`src/rtl/noc_pkg.sv`:
```
// Shared NoC router definitions: port indices (also the arbiter Xbar_sel bit order)
// and the flit type used by the router data path.
package noc_pkg;

  localparam int NUM_PORTS = 5;

  localparam int PORT_N = 0;
  localparam int PORT_E = 1;
  localparam int PORT_W = 2;
  localparam int PORT_S = 3;
  localparam int PORT_L = 4;

  localparam int FLIT_W = 32;
  typedef logic [FLIT_W-1:0] flit_t;

  // True when more than one grant line is asserted.
  function automatic logic multi_hot(input logic [NUM_PORTS-1:0] v);
    return (v & (v - 1'b1)) != '0;
  endfunction

endpackage

```
`src/rtl/noc_fifo_mem.sv`:
```
// Flit storage for the input FIFO: DEPTH x DATA_WIDTH registers,
// synchronous write and clear, asynchronous read.
module noc_fifo_mem #(
  parameter int DATA_WIDTH = 32,
  parameter int DEPTH      = 4
) (
  input  logic                     clk,
  input  logic                     clr,
  input  logic                     we,
  input  logic [$clog2(DEPTH)-1:0] waddr,
  input  logic [DATA_WIDTH-1:0]    wdata,
  input  logic [$clog2(DEPTH)-1:0] raddr,
  output logic [DATA_WIDTH-1:0]    rdata
);

  localparam int AW = $clog2(DEPTH);

  logic [DATA_WIDTH-1:0] mem [DEPTH];

  always_ff @(posedge clk) begin
    for (int i = 0; i < DEPTH; i++) begin
      if (clr)
        mem[i] <= '0;
      else if (we && (waddr == AW'(i)))
        mem[i] <= wdata;
    end
  end

  assign rdata = mem[raddr];

endmodule

```
`src/rtl/noc_input_fifo.sv`:
```
// Router input port: RTS/CTS receive handshake with a one-cycle CTS pulse per flit,
// a small flit FIFO drained by one-hot output-arbiter grants, and sticky error flags.
module noc_input_fifo
  import noc_pkg::*;
#(
  parameter int DATA_WIDTH = 32,
  parameter int DEPTH      = 4
) (
  input  logic                  clk,
  input  logic                  rst,
  input  logic [DATA_WIDTH-1:0] RX,
  input  logic                  DRTS,
  input  logic [NUM_PORTS-1:0]  read_en,
  output logic                  CTS,
  output logic [DATA_WIDTH-1:0] Data_out,
  output logic                  empty,
  output logic                  full,
  output logic                  err_underflow,
  output logic                  err_multi_read
);

  localparam int PW = $clog2(DEPTH);
  localparam int CW = PW + 1;

  logic [PW-1:0] wr_ptr, rd_ptr;
  logic [CW-1:0] count;
  logic          wr, rd, rd_req;

  // A flit is taken only while CTS is low, so DRTS still high during the
  // CTS cycle cannot double-write; this also sets the 2-cycle minimum spacing.
  assign wr     = DRTS & ~CTS & ~full;
  assign rd_req = |read_en;
  assign rd     = rd_req & ~empty;

  assign empty = (count == '0);
  assign full  = (count == CW'(DEPTH));

  always_ff @(posedge clk) begin
    if (rst) begin
      wr_ptr         <= '0;
      rd_ptr         <= '0;
      count          <= '0;
      CTS            <= 1'b0;
      err_underflow  <= 1'b0;
      err_multi_read <= 1'b0;
    end else begin
      CTS <= wr;
      if (wr) wr_ptr <= wr_ptr + 1'b1;
      if (rd) rd_ptr <= rd_ptr + 1'b1;
      case ({wr, rd})
        2'b10:   count <= count + 1'b1;
        2'b01:   count <= count - 1'b1;
        default: count <= count;
      endcase
      if (rd_req && empty)     err_underflow  <= 1'b1;
      if (multi_hot(read_en))  err_multi_read <= 1'b1;
    end
  end

  noc_fifo_mem #(
    .DATA_WIDTH (DATA_WIDTH),
    .DEPTH      (DEPTH)
  ) u_mem (
    .clk   (clk),
    .clr   (rst),
    .we    (wr),
    .waddr (wr_ptr),
    .wdata (RX),
    .raddr (rd_ptr),
    .rdata (Data_out)
  );

  a_cts_pulse: assert property (@(posedge clk) disable iff (rst) CTS |=> !CTS);
  a_count_rng: assert property (@(posedge clk) disable iff (rst) count <= CW'(DEPTH));

endmodule

```
`config.mk`:
```
export PLATFORM = sky130hd
export DESIGN_NAME = noc_input_fifo
export DESIGN_NICKNAME = d
export VERILOG_FILES = /design/src/rtl/noc_pkg.sv /design/src/rtl/noc_fifo_mem.sv /design/src/rtl/noc_input_fifo.sv
export SDC_FILE = /design/constraint.sdc
export NUM_CORES = 1
export LEC_CHECK = 0
export ABC_CLOCK_PERIOD_IN_PS = 6400
export BUFFER_PORTS_ARGS = -buffer_cell sky130_fd_sc_hd__buf_2
export CORE_UTILIZATION = 45
export DETAILED_ROUTE_END_ITERATION = 10
export GPL_TIMING_DRIVEN = 0
export PLACE_DENSITY_LB_ADDON = 0.12
export RECOVER_POWER = 25
export SYNTH_ARGS = -nofsm -noshare
export SYNTH_HDL_FRONTEND = slang
export SYNTH_SLANG_ARGS = --single-unit
export TNS_END_PERCENT = 100
```
`constraint.sdc`:
```
create_clock -name clk -period 6.4 [get_ports clk]
set_clock_uncertainty 0.15 [all_clocks]
set_input_delay 1.28 -clock clk [delete_from_list [all_inputs] [get_ports clk]]
set_output_delay 1.28 -clock clk [all_outputs]
set_load 0.02 [all_outputs]
```
**Yosys cells after proc, flatten, opt, wreduce, memory -nomap -nowiden**

Memories as Yosys holds them, arrays and structs flattened. A register that Yosys moved wholly into a read port is not among the register bits.
Index checks and enable logic that the tools add are counted.

- Bits of input ports: 40
- Register bits after elaboration: 10
- Bits in read-only memories: 0
- Bits in latches: 0
- Memories: 1
- Logic and storage cells: 60
- Memory bits (writable): 128

- Mux-type cells: 21
- Bitwise logic cells: 11
- Add/subtract/negate cells: 5
- Shift operators: 0
- Magnitude comparators: 0
- Divide/modulo/power cells: 0
- Reduce and logical (&&, ||, !) cells: 10
- Equality and inequality tests: 6
- Multiply operators: 0

Memories:

| name | words | width | read ports | clocked after Yosys merged registers in | write ports | RTL line | RTL |
|---|---|---|---|---|---|---|---|
| u_mem.mem | 4 | 32 | 1 | 1 | 4 | noc_fifo_mem.sv:18 | `logic [DATA_WIDTH-1:0] mem [DEPTH];` |

Operators by type and width:

| cell | number |
|---|---|
| two-way mux 32 bit | 4 |
| two-way mux 1 bit | 14 |
| equality test 2 bit (second input constant) | 3 |
| one-hot mux 3 bit (2 select lines) | 1 |
| AND 5 bit | 1 |
| logical AND 1 bit | 5 |
| nonzero test 5 bit | 1 |
| OR reduction 5 bit | 1 |
| subtractor 5 x 1 -> 5 bit (second input constant) | 1 |
| adder 2 x 1 -> 2 bit (second input constant) | 2 |
| equality test 2 x 1 -> 1 bit (second input constant) | 2 |
| two-way mux 2 bit | 2 |
| OR 1 bit | 4 |
| adder 3 x 1 -> 3 bit (second input constant) | 1 |
| AND 1 bit | 3 |
| equality test 3 bit (second input constant) | 1 |
| zero test 3 bit | 1 |
| inverter 1 bit | 3 |
| subtractor 3 x 1 -> 3 bit (second input constant) | 1 |
| zero test 2 bit | 1 |
| nonzero test 2 bit | 1 |

**Depth between registers and ports, before layout**

Gate-level depths: netlist of the first run.

- Depth after elaboration: 8
- Depth in mapped cells: 10
- Mapped depth without buffers: 9

**Modules after synthesis**

From an unflattened synthesis of the first run, not the netlist that was laid out.

- Cells, all modules: 416
- Area total of the unflattened synthesis: 6058.3 sq um

By module, submodules not included:

| module | cells each | area each (sq um) | times used | seq. area each (sq um) |
|---|---|---|---|---|
| noc_fifo_mem | 358 | 5552.8 | 1 | 3843.7 |
| noc_input_fifo | 58 | 505.5 | 1 | 200.2 |

**Worst setup path after synthesis of the first run**

No wires, ideal clock.

- Path kind: input port to flip-flop
- From: in DRTS
- To: reg count[2]
- Setup slack: 3.301 ns
- Setup time: 0.071 ns
- Arrival time: 2.879 ns
- Stages: 10
- Path buffers: 1
- Data required time: 6.179 ns
- Cells stage by stage: nand2b_1 > buf_6 > nor2_1 > inv_1 > ha_1 > inv_1 > fa_1 > xor2_1 > or3_2 > a21oi_1

- Cells in the longest elaborated chain, start to end: 4
- Elaborated cells on any way between the ends: 6
- Classes of those cells: eq/ne: 2; mux: 1; bitwise: 2; reduce/logical: 1

Ends and longest elaborated chain:

| item | RTL line | RTL |
|---|---|---|
| start: declaration | noc_input_fifo.sv:12 | `input logic DRTS,` |
| AND 1 bit (*) (2 in series) | noc_input_fifo.sv:31 | `assign wr = DRTS & ~CTS & ~full;` |
| equality test 2 x 1 -> 1 bit or equality test 2 bit (tied branches) | noc_input_fifo.sv:50 | `case ({wr, rd})` |
| one-hot mux 3 bit (2 select lines) or nonzero test 2 bit (tied branches) | -- |  |
| end signal: assignment | noc_input_fifo.sv:51 | `2'b10: count <= count + 1'b1;` |
| end signal: assignment | noc_input_fifo.sv:52 | `2'b01: count <= count - 1'b1;` |
| end signal: assignment | noc_input_fifo.sv:53 | `default: count <= count;` |
| end: declaration | noc_input_fifo.sv:26 | `logic [CW-1:0] count;` |

Mark *: on every way between the ends. The rest lies on a longest branch, timed or not.
A chain may end at the register's enable or synchronous reset.

==> impl_metrics.ini, run 1 <==
[status]
status = finished clean

[drt]
via_count = 3361
detail_route.iter0.violations = 152
drtAntennaViolNets = 0
post-route-drc-count = 0
route.detailed.wl_per_inst_um = 18.49
firstDrtPassIters = 6
totalWireLength_um = 12280
avgViaCountPerCell = 5.062

[logic_synthesis]
yosys.area.top_type_share_pct = 61.38
synth_top_family_by_area = simple AND/OR/NAND/NOR gates
ys_warn_count = 0
synth_seq_cells = 140
synth_cell_types = 35
synth-compound-area-share_pct = 1.758
synthMuxAreaShare_pct = 12.05
syn_area_per_cell_um2 = 16.31
synthSimpleGateAreaFrac_pct = 16.68
synthesis.area_um2 = 6262
synth_area_leader_cell = edfxtp_1
number_of_standard_cells_after_synthesis = 384
ranking_of_synthesized_cells_by_area = edfxtp_1 (61%), mux4_2 (12%), and2_1 (8.5%), and2_2 (5.2%), dfxtp_1 (3.8%)
synth_sequential_area_ratio_pct = 65.21
syn-num-nets = 430
synth_xor_xnor_area_share_pct = 0.2797
synth-adder-area-share_pct = 1.479

[cts]
ctsResizeCount = 0
clk_latency_ns = 0.42
clock-root-buffer = clkbuf_16
clock_sinks = 140
h-tree-depth = 4
postCtsSetupBuffers = 0
holdBufCountCts = 0
cts_tree = built
cts-buffers-inserted = 17
worst_setup_hold_path_clk_slew_ns = 0.05
ctsLongestPathBuffers = 2

[place]
gp_routability_congestion = 0.6707
io_buffer_count = 76
detailedPlacementHpwl_um = 7698

[setup_path]
timing.critical_path.required_ns = 4.97
path_class = reg -> out
end_kind = output pin
arrival_ns = 2.00
path_common_cell = buf_2
regToRegStartpoint = count[0]
startpoint_type = register
crit_path_top_delay_cell = mux4_2
critPathMaxFanout = 10
crit_path_cell_trace = buf_2, buf_2, mux4_2, buf_2
critPathMaxStageDelay_ns = 0.58

[grt]
grt_antenna_before_repair = 1
grt_start_max_net_pins = 33
first_global_vias = 3688
grt-ovfl-total = 0
global_route.usage.total_pct = 18.57
grt_first_pass_wirelength_um = 18940

[min_path]
hold_path.startpoint = err_underflow
worstHoldPathType = reg -> reg

[power_and_ir_drop]
power_per_cell_area_nw_per_um2 = 359.7
static_power_due_to_leakage_nw = 2.820
vdd_ir_drop_max_uv = 181.3
fin_total_pwr_mw = 2.633

[final_layout]
areaGrowthSynthToFinish_pct = 16.86
fraction_of_layout_cells_with_a_size_suffix_above_1_pct = 38.73
nets = 526
insertedDiodeCount = 0

[floorplan]
initial_core_util_pct = 46.73
die_area_um2 = 14390
io_pins = 77
die_height_um = 120.0
floorplan.rows = 42
fp.coreArea_um2 = 13400
fp.dieW_um = 120.0

[job]
cap_violations = 0

[sta]
timing.fmax_mhz = 291.3
final_hold_viol_count = 0
setup-tns-final_ns = 0
rsz0062_at_grt = false
timing_max_transition_violations_final = 0
layout_worst_path_cycle_share_pct = 53.63
final.min_clock_period_ns = 3.432
timing_worst_slew_pin_value_ns = 1.069
setup_viol = 0
max-slew-margin-rel_pct = 27.73
[cells in the final DEF, fill, tap and decap left out, drive strengths merged, types with 3 or more instances in the layout]
| cell | n |
|---|---|
| edfxtp | 128 |
| and2 | 128 |
| buf | 81 |
| clkbuf | 39 |
| mux4 | 32 |
| dfxtp | 12 |
| inv | 9 |
| a21oi | 7 |
| nor2 | 7 |
| clkinv | 6 |
| ha | 5 |
| a21o | 4 |
| nor4b | 4 |
| o21ai | 4 |
| mux2 | 3 |
| or3 | 3 |
[synth_stat cells (all sizes together)]
library cell  instances
mux4                 32
o21ba                 1
a21o                  4
xor2                  2
mux2                  3
or3                   3
nand2b                1
nor2b                 1
maj3                  1
nor4b                 4
dfxtp                12
nor4                  1
nor3                  2
nor3b                 2
and2                128
o21a                  1
ha                    5
a211oi                1
inv                   9
o21ai                 4
nor2                  7
edfxtp              128
clkbuf               13
a21oi                 7
fa                    1
buf                  10
or4                   1
[final cells by class]
cell class                 count  area [µm²]
tap                          176       220.2
multi-input combinational    212        1973
buffer                        23       113.9
fill                        1136        6082
clock buffer                  20       436.7
timing repair buffer          77       402.9
sequential                   140        4084
clock inverter                 7       53.80
inverter                       9       33.78
[metal layers]
| metal | share of wire [%] | global-route usage [%] | routed length, µm |
|---|---|---|---|
| met1 | 43 | 21.03 | 5266 |
| met2 | 52 | 32.51 | 6341 |
| met3 | 3.7 | 5.513 | 459 |
| met4 | 1.7 | 7.734 | 208 |
| met5 | 0 | 0 | 0 |
[registers in the layout, summed over array words and instances (netlist names), named ones only]
register and count:
CTS 1, count 3, err_multi_read 1, err_underflow 1, rd_ptr 2, u_mem.mem 128, wr_ptr 2
[kinds of logic (layout without fill, tap and decap cells)]
kind of cell	Yosys count	after routing
buf+inv	32	136
simple gates	150	150
compound gates	18	18
flops	140	140
fa+ha+maj	7	7
xor+xnor	2	2
mux	35	35
[where the power goes]
group          leakage, nW  switching [mW]  internal (mW)
Sequential            1.44          0.0317           1.10
Combinational         1.14           0.373          0.279
Clock                0.239           0.332          0.514
Total                 2.82           0.738           1.90
[critical path, delay by kind of cell, from the launching register on]
family,cells,cell delay [ns]
buffers and inverters,3,0.71
DFF,1,0.30
muxes,1,0.58
[per-stage QoR]
step                      hold WS, ns  worst slack (ns)  instances  utilization [%]  cell area (µm²)
after floorplan                0.3159             3.301        384                -             6262
after global placement         0.2883             2.539        636            51.21             6863
after detailed placement       0.2919             3.034        637            51.46             6895
after CTS                      0.3009             2.886        664            55.12             7386
after global routing           0.3204             2.827        664            54.61             7318
final                          0.3050             2.968        664            54.61             7318
[final timing paths]
| kind | slack, ns | cells past startpoint | end |
|---|---|---|---|
| worst min register to register | 0.30 | 2 | err_underflow |
| worst max register to register | 3.90 | 10 | count[2] |
| worst max-delay path | 2.97 | 4 | Data_out[1] |
| worst min-delay path | 0.30 | 2 | err_underflow |
(Power assumes the default switching activity.)
==> run 2: changes to the inputs <==
--- a/config.mk
+++ b/config.mk
@@ -5,7 +5,7 @@
 export SDC_FILE = /design/constraint.sdc
 export NUM_CORES = 1
 export LEC_CHECK = 0
-export ABC_CLOCK_PERIOD_IN_PS = 6400
+export ABC_CLOCK_PERIOD_IN_PS = 2800
 export BUFFER_PORTS_ARGS = -buffer_cell sky130_fd_sc_hd__buf_2
 export CORE_UTILIZATION = 45
 export DETAILED_ROUTE_END_ITERATION = 10
==> constraint.sdc (replaced) <==
create_clock -name clk -period 2.8 [get_ports clk]
set_clock_uncertainty 0.15 [all_clocks]
set_input_delay 0.56 -clock clk [delete_from_list [all_inputs] [get_ports clk]]
set_output_delay 0.56 -clock clk [all_outputs]
set_load 0.02 [all_outputs]
==> run 2 against run 1 <==
Sequential power rose by 130%. Highest routed layer unchanged. Global-route usage unchanged. Power rose by 130%. Count of clock-buffer cells in the layout did not move. Utilization up 0.084 points. Largest power group unchanged. First-iteration DRC count fell by 3.3%. Via count decreased by 0.21%. Wire length is 0.11% lower. Worst hold slack lost 0.0030 ns. Sequential share of layout area down 0.086 points. Non-clock buffer count is the same. Worst setup slack worse by 2.8 ns.
==> impl_metrics.ini, run 2 (synthesized netlist as in run 1, its figures left out) <==
[status]
status = finished clean

[setup_path]
arrival_ns = 1.97
critPathBufInv = 2
end_kind = output pin
worst_path_dominant_cell_family = buffers and inverters
critPathMaxStageDelay_ns = 0.53
path_class = reg -> out
timing.critical_path.required_ns = 2.09
startpoint_type = register
crit_path_top_delay_cell = buf_1
crit_path_cell_trace = buf_1, mux4_2, buf_2
critPathMaxFanout = 10

[cts]
ctsLongestPathBuffers = 2
worst_setup_hold_path_clk_slew_ns = 0.05
h-tree-depth = 4
clk_latency_ns = 0.42
cts-buffers-inserted = 17
clock-root-buffer = clkbuf_16
cts_tree = built
clock_sinks = 140
postCtsSetupBuffers = 0

[final_layout]
most-common-layout-cells = edfxtp_1 (128), buf_2 (72), and2_1 (57)
fraction_of_layout_cells_with_a_size_suffix_above_1_pct = 38.93
largest-register = u_mem.mem
areaGrowthSynthToFinish_pct = 17.04
insertedDiodeCount = 0
largest_reg_flops = 128
finalInstanceArea_um2 = 7330
most_common_cell_after_layout_fill_and_taps_aside = edfxtp_1
nets = 526
num-fill-cells = 1135
layoutNonFillerInstCount = 664
top_registers = u_mem.mem x128, count x3

[min_path]
worstHoldPathType = in -> reg

[sta]
layout_worst_path_cycle_share_pct = 95.70
rsz0062_at_grt = true
timing.fmax_mhz = 373.2
setup_viol = 0
pnr_worst_setup_slack_ns = 0.1203
timing_worst_slew_pin_value_ns = 1.097
final.min_clock_period_ns = 2.680
max-slew-margin-rel_pct = 25.87
timing_max_transition_violations_final = 0
final_hold_viol_count = 0

[grt]
global_route.usage.total_pct = 18.57
grt_antenna_before_repair = 1
grt_first_pass_wirelength_um = 18940
grt-ovfl-total = 0
grt_start_max_net_pins = 33
first_global_vias = 3688

[place]
gp_routability_congestion = 0.6707
detailed_place.area_um2 = 6895
placed_cells = 637
io_buffer_count = 76
detailedPlacementHpwl_um = 7698
post-place-ws_ns = 0.1539

[floorplan]
die_area_um2 = 14390
die_height_um = 120.0
fp.coreArea_um2 = 13400
floorplan.rows = 42
fp.dieW_um = 120.0
initial_core_util_pct = 46.73
io_pins = 77

[job]
cap_violations = 0

[drt]
post-route-drc-count = 0
drtAntennaViolNets = 0
avgViaCountPerCell = 5.051
detail_route.iter0.violations = 147
via_count = 3354
totalWireLength_um = 12260
firstDrtPassIters = 4
route.detailed.wl_per_inst_um = 18.47

[power_and_ir_drop]
static_power_due_to_leakage_nw = 2.824
power_per_cell_area_nw_per_um2 = 822.4
vdd_ir_drop_max_uv = 414.7
## run 2: where the power goes
part | switching (mW) | internal, mW
combinational | 0.855 | 0.645
clock | 0.760 | 1.17
sequential | 0.0726 | 2.52
## run 2: timing repair
item | in CTS | in global routing
resized for setup | 0 | 4
endpoints found under the setup margin | 0 | 29
hold buffers | 0 | 0
## run 2: routing by layer
layer	vias to the layer above	track usage [%]	part of all wire (%)
met5	-	0	0
met4	0	7.734	1.7
met3	16	5.513	3.6
met2	63	32.51	52
met1	1678	21.03	43
li1	1597	-	-
## run 2: layout make-up
| type | count | area [µm²] | share of cell area, % |
|---|---|---|---|
| buffer | 23 | 126.4 | 1.724 |
| clock buffer | 20 | 436.7 | 5.958 |
| clock inverter | 7 | 53.80 | 0.7340 |
| inverter | 9 | 33.78 | 0.4609 |
| multi-input combinational | 212 | 1973 | 26.92 |
| sequential | 140 | 4084 | 55.72 |
| tap | 176 | 220.2 | 3.004 |
| timing repair buffer | 77 | 401.6 | 5.480 |
## run 2: worst register-to-register path: cells and delay by family (launching register included)
kind                       cells  cell delay (ns)
xor gates and xnor gates       1             0.16
buffers and inverters          3             0.31
and+or+nand+nor                3             0.77
DFF                            1             0.34
adders and majority gates      2             0.55
AOI/OAI and AO/OA              1             0.15
## run 2: worst paths after layout
path | end | depth (start not counted) | slack, ns | startpoint
worst max-delay path | Data_out[29] | 3 | 0.12 | register
worst min-delay path | u_mem.mem[3][5] | 2 | 0.30 | RX[5]
worst max register to register | count[2] | 10 | 0.29 | count[0]
worst min register to register | err_underflow | 2 | 0.30 | err_underflow
## run 2: per-stage QoR
step	setup TNS, ns	utilization [%]	hold slack (ns)	total power [mW]
CTS	0	55.12	0.2864	6.112
finish	0	54.70	0.3020	6.028
detailed placement	0	51.46	0.2919	4.178
floorplan	0	-	0.3159	3.692
global placement	-40.68	51.21	0.2883	4.138
global route	-0.0006166	54.70	0.2924	6.289
==> run 3: changes to the inputs <==
--- a/config.mk
+++ b/config.mk
@@ -5,13 +5,12 @@
 export SDC_FILE = /design/constraint.sdc
 export NUM_CORES = 1
 export LEC_CHECK = 0
-export ABC_CLOCK_PERIOD_IN_PS = 2800
+export ABC_CLOCK_PERIOD_IN_PS = 2400
 export BUFFER_PORTS_ARGS = -buffer_cell sky130_fd_sc_hd__buf_2
 export CORE_UTILIZATION = 45
 export DETAILED_ROUTE_END_ITERATION = 10
 export GPL_TIMING_DRIVEN = 0
 export PLACE_DENSITY_LB_ADDON = 0.12
-export RECOVER_POWER = 25
 export SYNTH_ARGS = -nofsm -noshare
 export SYNTH_HDL_FRONTEND = slang
 export SYNTH_SLANG_ARGS = --single-unit
==> constraint.sdc (replaced) <==
create_clock -name clk -period 2.4 [get_ports clk]
set_clock_uncertainty 0.15 [all_clocks]
set_input_delay 0.48 -clock clk [delete_from_list [all_inputs] [get_ports clk]]
set_output_delay 0.48 -clock clk [all_outputs]
set_load 0.02 [all_outputs]
==> run 3 against run 2 <==
Wire length increased by 2.3%. Clock power is 28% higher. Critical path depth grew 1. Sequential share of layout area decreased by 3.7 points. Die area is the same. Utilization grew 4.0 points.
==> impl_metrics.ini, run 3 (synthesized netlist as in run 1, its figures left out) <==
[cts]
worst_setup_hold_path_clk_slew_ns = 0.06
clock_sinks = 140
ctsLongestPathBuffers = 2
clk_latency_ns = 0.42
h-tree-depth = 4
cts_tree = built
cts-buffers-inserted = 17
holdBufCountCts = 0
clock-root-buffer = clkbuf_16

[setup_path]
regToRegStartpoint = count[1]
path_class = reg -> out
timing.critical_path.required_ns = 1.77
critPathMaxFanout = 7
end_kind = output pin
startpoint_type = register
arrival_ns = 1.74

[drt]
avgViaCountPerCell = 5.068
firstDrtPassIters = 4
post-route-drc-count = 0
via_count = 3431
route.detailed.wl_per_inst_um = 18.53
drtAntennaViolNets = 0
detail_route.iter0.violations = 258
totalWireLength_um = 12550

[sta]
rsz0062_at_grt = true
final_hold_viol_count = 0
setup_viol = 0
timing_max_transition_violations_final = 0
final.min_clock_period_ns = 2.374
timing.fmax_mhz = 421.2
layout_worst_path_cycle_share_pct = 98.92
max-slew-margin-rel_pct = 37.33
timing_worst_slew_pin_value_ns = 0.9401

[grt]
grt_start_max_net_pins = 33
global_route.usage.total_pct = 18.69
first_global_vias = 3613
grt_first_pass_wirelength_um = 19150
grt-ovfl-total = 0
grt_antenna_before_repair = 2

[power_and_ir_drop]
static_power_due_to_leakage_nw = 3.070
vdd_ir_drop_max_uv = 521.2
power_per_cell_area_nw_per_um2 = 992.9

[place]
detailedPlacementHpwl_um = 7630
gp_routability_congestion = 0.6640
io_buffer_count = 76
placed_cells = 638

[floorplan]
fp.dieW_um = 120.0
die_area_um2 = 14390
die_height_um = 120.0
floorplan.rows = 42
io_pins = 77
initial_core_util_pct = 46.73
fp.coreArea_um2 = 13400

[final_layout]
layoutNonFillerInstCount = 677
largest-register = u_mem.mem
most-common-layout-cells = edfxtp_1 (128), and2_1 (85), buf_2 (50)
nets = 534
most_common_cell_after_layout_fill_and_taps_aside = edfxtp_1
fraction_of_layout_cells_with_a_size_suffix_above_1_pct = 47.11
final_core_util_pct = 58.66
top_registers = u_mem.mem x128, count x3
largest_reg_flops = 128
areaGrowthSynthToFinish_pct = 25.53
insertedDiodeCount = 0

[min_path]
worstHoldPathType = in -> reg
hold_path.startpoint = RX[11]

[job]
cap_violations = 0

[status]
status = finished clean
run 3: cell type report:
| class | instances | area (µm²) |
|---|---|---|
| Buffer | 23 | 188.9 |
| Sequential cell | 140 | 4091 |
| Multi-Input combinational cell | 212 | 2051 |
| Timing Repair Buffer | 85 | 708.2 |
| Inverter | 9 | 33.78 |
| Clock inverter | 7 | 62.56 |
| Tap cell | 176 | 220.2 |
| Clock buffer | 25 | 505.5 |
| Fill cell | 1046 | 5539 |
run 3: worst max-delay path, cell delays in order (launching register included):
cell and delay, ns:
dfxtp_2 0.34, buf_12 0.15, buf_12 0.13, mux4_2 0.54, buf_6 0.16
run 3: power breakdown:
part           leakage (nW)  total [mW]  switching [mW]  internal [mW]
sequential             1.44        3.04          0.0927           2.94
clock                 0.283        2.48           0.932           1.55
combinational          1.35        2.28            1.10           1.18
run 3: final timing paths:
path	slack, ns	depth (start not counted)	to
setup / recovery	0.03	4	Data_out[1]
hold / removal	0.21	2	u_mem.mem[1][11]
setup reg to reg	0.10	10	count[2]
hold reg to reg	0.29	2	err_underflow
run 3: metal layers:
metal	vias to the layer above	wire (µm)	global-route usage [%]
li1	1618	-	-
met1	1711	5349	22.05
met2	78	6377	31.72
met3	22	607	5.418
met4	2	199	8.047
met5	-	11	0
run 3: per-stage QoR:
step / total power, mW / worst slack [ns] / instance area (µm²) / hold WS, ns / setup TNS (ns)
final: 7.805 / 0.02601 / 7861 / 0.2118 / 0
after detailed placement: 4.881 / -0.1702 / 6920 / 0.2859 / -6.939
after floorplan: 4.312 / 0.002943 / 6267 / 0.3266 / 0
after CTS: 7.472 / -0.02637 / 7574 / 0.2006 / -0.1851
after global placement: 4.834 / -0.6554 / 6868 / 0.2866 / -80.43
after global routing: 8.124 / -0.02751 / 7861 / 0.2124 / -0.1654
run 3: timing repair:
action	CTS	global route
setup buffers	2	2
setup endpoints to repair	31	67
gates resized for setup	22	64
pin swaps	1	2
cloned	0	3
